`src/rtl/frame_sync.sv`:
```
// Bit-level frame synchronizer: hunts for a preamble (with bounded bit errors), then forwards a fixed-length payload.
// Optional FRAME_SYNC_INVERT_EN also accepts the inverted preamble and inverts that frame's payload (BPSK phase ambiguity).
module frame_sync #(
    parameter int                         PREAMBLE_LENGTH = 16,
    parameter logic [PREAMBLE_LENGTH-1:0] PREAMBLE        = 16'hF3A2,
    parameter int                         PAYLOAD_BITS    = 72,
    parameter int                         MAX_ERRORS      = 1,
    parameter int                         TIMEOUT         = 4096
) (
    input  logic clk,
    input  logic reset,
    input  logic bit_in,
    input  logic bit_valid,
    output logic clear,
    output logic read,
    output logic data_stream,
    output logic locked,
    output logic frame_done,
    output logic abort
);
    localparam int L     = PREAMBLE_LENGTH;
    localparam int POP_W = $clog2(L + 1);
    localparam int CNT_W = $clog2(PAYLOAD_BITS + 1);
    localparam int WD_W  = $clog2(TIMEOUT);

    localparam logic [POP_W-1:0] ERR_LIM   = POP_W'(MAX_ERRORS);
    localparam logic [POP_W-1:0] FILL_LAST = POP_W'(L - 1);
    localparam logic [POP_W-1:0] FILL_FULL = POP_W'(L);
    localparam logic [CNT_W-1:0] CNT_LAST  = CNT_W'(PAYLOAD_BITS - 1);
    localparam logic [WD_W-1:0]  WD_LAST   = WD_W'(TIMEOUT - 1);

    typedef enum logic {S_HUNT, S_PAYLOAD} state_t;

    function automatic logic [POP_W-1:0] popcount(input logic [L-1:0] v);
        logic [POP_W-1:0] n;
        n = '0;
        for (int i = 0; i < L; i++) n = n + POP_W'(v[i]);
        return n;
    endfunction

    state_t           r_state;
    logic [L-2:0]     r_shift;   // only the last L-1 bits are kept; the incoming bit completes the window
    logic [POP_W-1:0] r_fill;
    logic [CNT_W-1:0] r_cnt;
    logic [WD_W-1:0]  r_wdog;
    logic             r_clear, r_read, r_data, r_locked, r_done, r_abort;

    state_t           w_state_nxt;
    logic [L-1:0]     w_next_shift;
    logic [L-2:0]     w_shift_nxt;
    logic [POP_W-1:0] w_fill_nxt;
    logic [CNT_W-1:0] w_cnt_nxt;
    logic [WD_W-1:0]  w_wdog_nxt;
    logic             w_clear_nxt, w_read_nxt, w_data_nxt, w_locked_nxt, w_done_nxt, w_abort_nxt;
    logic             w_armed, w_hit_true, w_hit_any, w_payload_bit;

`ifdef FRAME_SYNC_INVERT_EN
    logic r_invert;
    logic w_invert_nxt, w_hit_inv;
`endif

    always_comb begin
        w_next_shift  = {r_shift, bit_in};
        w_armed       = (r_fill >= FILL_LAST);
        w_hit_true    = w_armed && (popcount(w_next_shift ^ PREAMBLE) <= ERR_LIM);
`ifdef FRAME_SYNC_INVERT_EN
        w_hit_inv     = w_armed && (popcount(w_next_shift ^ ~PREAMBLE) <= ERR_LIM);
        w_hit_any     = w_hit_true || w_hit_inv;
        w_payload_bit = bit_in ^ r_invert;
        w_invert_nxt  = r_invert;
`else
        w_hit_any     = w_hit_true;
        w_payload_bit = bit_in;
`endif
        w_state_nxt  = r_state;
        w_shift_nxt  = r_shift;
        w_fill_nxt   = r_fill;
        w_cnt_nxt    = r_cnt;
        w_wdog_nxt   = r_wdog;
        w_clear_nxt  = 1'b0;
        w_read_nxt   = 1'b0;
        w_data_nxt   = r_data;
        w_locked_nxt = 1'b0;
        w_done_nxt   = 1'b0;
        w_abort_nxt  = 1'b0;

        if (r_state == S_HUNT) begin
            if (bit_valid) begin
                if (w_hit_any) begin
                    w_state_nxt  = S_PAYLOAD;
                    w_clear_nxt  = 1'b1;
                    w_locked_nxt = 1'b1;
                    w_cnt_nxt    = '0;
                    w_wdog_nxt   = '0;
                    w_shift_nxt  = '0;
                    w_fill_nxt   = '0;
`ifdef FRAME_SYNC_INVERT_EN
                    w_invert_nxt = !w_hit_true;
`endif
                end else begin
                    w_shift_nxt = w_next_shift[L-2:0];
                    if (r_fill != FILL_FULL) w_fill_nxt = r_fill + POP_W'(1);
                end
            end
        end else begin
            w_locked_nxt = 1'b1;
            if (bit_valid) begin
                w_read_nxt = 1'b1;
                w_data_nxt = w_payload_bit;
                w_wdog_nxt = '0;
                if (r_cnt == CNT_LAST) begin
                    // Last payload bit: hand back to HUNT with a fresh, empty window
                    w_state_nxt  = S_HUNT;
                    w_done_nxt   = 1'b1;
                    w_locked_nxt = 1'b0;
                    w_cnt_nxt    = '0;
                    w_shift_nxt  = '0;
                    w_fill_nxt   = '0;
`ifdef FRAME_SYNC_INVERT_EN
                    w_invert_nxt = 1'b0;
`endif
                end else begin
                    w_cnt_nxt = r_cnt + CNT_W'(1);
                end
            end else if (r_wdog == WD_LAST) begin
                // Stalled frame: clear tells the buffer to drop the partial payload
                w_state_nxt  = S_HUNT;
                w_abort_nxt  = 1'b1;
                w_clear_nxt  = 1'b1;
                w_locked_nxt = 1'b0;
                w_wdog_nxt   = '0;
                w_cnt_nxt    = '0;
                w_shift_nxt  = '0;
                w_fill_nxt   = '0;
`ifdef FRAME_SYNC_INVERT_EN
                w_invert_nxt = 1'b0;
`endif
            end else begin
                w_wdog_nxt = r_wdog + WD_W'(1);
            end
        end
    end

    always_ff @(posedge clk or posedge reset) begin
        if (reset) begin
            r_state  <= S_HUNT;
            r_shift  <= '0;
            r_fill   <= '0;
            r_cnt    <= '0;
            r_wdog   <= '0;
            r_clear  <= 1'b0;
            r_read   <= 1'b0;
            r_data   <= 1'b0;
            r_locked <= 1'b0;
            r_done   <= 1'b0;
            r_abort  <= 1'b0;
`ifdef FRAME_SYNC_INVERT_EN
            r_invert <= 1'b0;
`endif
        end else begin
            r_state  <= w_state_nxt;
            r_shift  <= w_shift_nxt;
            r_fill   <= w_fill_nxt;
            r_cnt    <= w_cnt_nxt;
            r_wdog   <= w_wdog_nxt;
            r_clear  <= w_clear_nxt;
            r_read   <= w_read_nxt;
            r_data   <= w_data_nxt;
            r_locked <= w_locked_nxt;
            r_done   <= w_done_nxt;
            r_abort  <= w_abort_nxt;
`ifdef FRAME_SYNC_INVERT_EN
            r_invert <= w_invert_nxt;
`endif
        end
    end

    assign clear       = r_clear;
    assign read        = r_read;
    assign data_stream = r_data;
    assign locked      = r_locked;
    assign frame_done  = r_done;
    assign abort       = r_abort;
endmodule

```
`config.mk`:
```
export PLATFORM = sky130hd
export DESIGN_NAME = frame_sync
export DESIGN_NICKNAME = d
export VERILOG_FILES = /design/src/rtl/frame_sync.sv
export SDC_FILE = /design/constraint.sdc
export NUM_CORES = 1
export LEC_CHECK = 0
export BUFFER_PORTS_ARGS = -buffer_cell sky130_fd_sc_hd__buf_4
export CAP_MARGIN = 20
export CORE_MARGIN = 2
export CORE_UTILIZATION = 27
export DETAILED_ROUTE_END_ITERATION = 12
export SETUP_SLACK_MARGIN = 0.15
export SLEW_MARGIN = 30
export SYNTH_ARGS = -nofsm -noshare
export SYNTH_HDL_FRONTEND = slang
export SYNTH_SLANG_ARGS = --single-unit
```
`constraint.sdc`:
```
create_clock -name clk -period 4.2 [get_ports clk]
set_input_delay 0.84 -clock clk [delete_from_list [all_inputs] [get_ports clk]]
set_output_delay 0.84 -clock clk [all_outputs]
set_load 0.05 [all_outputs]
```
==> impl_metrics.json <==
{
  "drt_first_iter_violations": 141,
  "final_hold_viol_count": 0,
  "synth_nets": 271,
  "die_h_um": 99.9,
  "fp.dieArea_um2": 9980,
  "global_route.usage.total_pct": 10.5,
  "global_route.usage.met2_pct": 17.0,
  "core-area_um2": 8810,
  "distinct_cell_type_count_after_synthesis": 41,
  "finalWorstPathRequiredPeriod_ps": 4460,
  "drive_above_1_share_pct": 21.1,
  "clock_sinks": 45,
  "arrival_ps": 4610,
  "max-clock-path-buffers": 2,
  "route.vias.total": 1827,
  "synth.yosys.seq_area_share_pct": 45.3,
  "routed_wire_length_per_instance_um": 12.9,
  "grt_start_max_net_pins": 46,
  "reg2reg_slack_ps": -120,
  "outcome": "complete, but fails checks",
  "layout_common_cells": "dfrtp_1 (45), inv_1 (30), nand2_1 (23)",
  "timing.critical_path.mode_cell": "fa_1",
  "cts.htree.levels": 2,
  "cpLargestDelayFamily": "adder cells",
  "gpl.final_weighted_congestion": 0.749,
  "clk_transition_reported_paths_ps": 80,
  "layout.filler_cells": 871,
  "globalRouteMet1Util_pct": 14.1,
  "synth_warnings": 0,
  "rsz0062_at_grt": "true",
  "antenna_violations_before_repair": 0,
  "timing.critical_path.cells": "buf_6 -> fa_1 -> fa_1 -> fa_1 -> inv_1 -> fa_1 -> inv_2 -> ha_4 -> fa_2 -> or4b_4 -> a21oi_4 -> a21oi_4 -> o21ai_2 -> o41ai_2",
  "synth_area_um2": 2480,
  "final.period_utilization_pct": 106,
  "synthesis.area_per_instance_um2": 10.1,
  "mostFrequentLayoutCell": "dfrtp_1",
  "synth_top_area_cell": "dfrtp_1",
  "transition_at_the_pin_with_the_smallest_max_transition_slack_ps": 761,
  "sum_of_negative_setup_slack_ps": -5910,
  "fin_worst_skew_ps": 6.69,
  "grt_pass1_vias": 1826,
  "worst_hold_path_type": "flip-flop to flip-flop",
  "crit_path_start_kind": "input port",
  "required_ps": 4350,
  "global_route.usage.met3_pct": 2.16,
  "crit_path_top_delay_cell": "fa_1",
  "clock_insertion_delay_worst_skew_ps": 290,
  "cts-root-buf": "clkbuf_8",
  "slew-limit-headroom_pct": 49.1,
  "maxSlewViolCount": 0,
  "worstPathBufferInverterCount": 3,
  "area.growth.synth_to_final_pct": 20.9,
  "hold_fix_buffers_at_cts": 0,
  "fp.dieW_um": 99.9,
  "final_nets": 294,
  "cp-end-kind": "flip-flop",
  "rows": 34,
  "synth_top_cell_area_share_pct": 45.3,
  "cts_buffer_count": 5,
  "antenna_diode_count": 0,
  "ioPinCount": 10,
  "failed_checks": "negative setup slack",
  "detailed_route_vias_per_instance": 4.83,
  "worst_hold_path.num_cells": 2,
  "first_pass_iters": 4,
  "r2r_cells": 14,
  "cpPeakStageDelay_ps": 500,
  "initial_core_util_pct": 28.2,
  "cp.depth": 14,
  "detailed_place_hpwl_mm": 3.35,
  "netlist_top_cells_area": "dfrtp_1 (45%), fa_1 (8.1%), a22o_1 (6.3%)",
  "drc_errors": 0,
  "setup_slack_ps": -260,
  "postSynthCellCount": 247,
  "timing_worst_setup_path_type": "input port to flip-flop",
  "drt.antenna.violating_nets": 0,
  "portBuffers": 9,
  "tritoncts": "done",
  "grt.busiest_layer": "met2",
  "route.final.wire_length_mm": 4.87,
  "fmaxAchievable_mhz": 224,
  "yosys_register_bits": 45,
  "final-setup-viol-count": 40,
  "grt_pass1_wl_mm": 8.49,
  "max_cap_viol_count": 0,
  "timing.critical_path.fanout_max": 6,
  "grt_overflow_total": 0
}
[registers in the layout, summed over array words and instances (netlist names)]
register / count
r_shift: 15
locked: 1
r_fill: 5
abort: 1
frame_done: 1
r_wdog: 12
clear: 1
r_cnt: 7
read: 1
data_stream: 1
[final cells by class]
| cell class | instances | area (um2) | area share [%] |
|---|---|---|---|
| multi-input combinational | 165 | 1350 | 45.1 |
| sequential | 45 | 1130 | 37.5 |
| timing repair buffer | 21 | 178 | 5.92 |
| tap | 108 | 135 | 4.50 |
| clock buffer | 7 | 86.3 | 2.88 |
| inverter | 32 | 123 | 4.09 |
[synth_stat cells, drive strengths merged]
cell type	number
a31oi	3
a31o	1
o21ai	19
a21o	3
or3	1
mux2	1
a21oi	11
buf	2
nor4	1
dfrtp	45
or2	3
a32o	1
o31ai	2
o41ai	3
fa	10
inv	32
nor2b	2
o21bai	1
nand2b	2
nor2	17
o211ai	1
ha	10
a41oi	2
nand2	25
a22o	18
nor3	3
nor4b	1
nand3	8
nand4	4
xor2	3
mux2i	1
clkbuf	4
or4b	2
o21a	3
and3	2
[metrics by stage]
step                instance area [um2]  hold slack (ps)  worst slack (ps)  instances  util, %
floorplan                          2540              471              -352        247        -
detailed placement                 2800              466              -588        369     31.8
finish                             3000              477              -260        378     34.1
CTS                                2930              487              -226        377     33.2
global route                       3000              524              -379        378     34.1
global placement                   2790              463              -556        369     31.6
[logic make-up after synthesis]
group | Yosys count | synth area share (%)
AND/OR/NAND/NOR | 71 | 14.0
AO/OA/AOI/OAI | 68 | 19.6
flip-flops | 45 | 45.3
buffers and inverters | 38 | 6.10
adder cells (fa/ha/maj) | 20 | 13.1
XOR/XNOR | 3 | 1.06
multiplexers | 2 | 0.856
[routing by layer]
metal  vias to the layer above  wire length (um)  share of wire (%)
met4                         0                63                1.3
met5                         -                 0                  0
met1                       896              2360                 48
met3                         8               136                2.8
li1                        906                 -                  -
met2                        17              2310                 48
[worst reg2reg max path, delay by kind of cell, from the launching register on]
kind | cells | cell delay (ps)
AOI/OAI and AO/OA | 4 | 590
DFF | 1 | 370
adders and majority gates | 6 | 2570
buffers and inverters | 3 | 170
and+or+nand+nor | 1 | 500
[repair_timing]
action | CTS | global route
pin swaps | 6 | 4
cloned | 1 | 0
resized for setup | 8 | 13
setup endpoints to repair | 41 | 41
setup buffers | 0 | 1
[path summary, 6_finish.rpt]
check	from	endpoint
min in group asynchronous	reset	r_shift[11]
hold reg to reg	data_stream	data_stream
max in group asynchronous	reset	r_cnt[2]
setup reg to reg	r_shift[0]	r_wdog[11]
setup / recovery	bit_in	r_wdog[11]
hold / removal	data_stream	data_stream
Power is not shown: default switching activity piles up to over one toggle a cycle in this logic, so the estimate is an artifact.
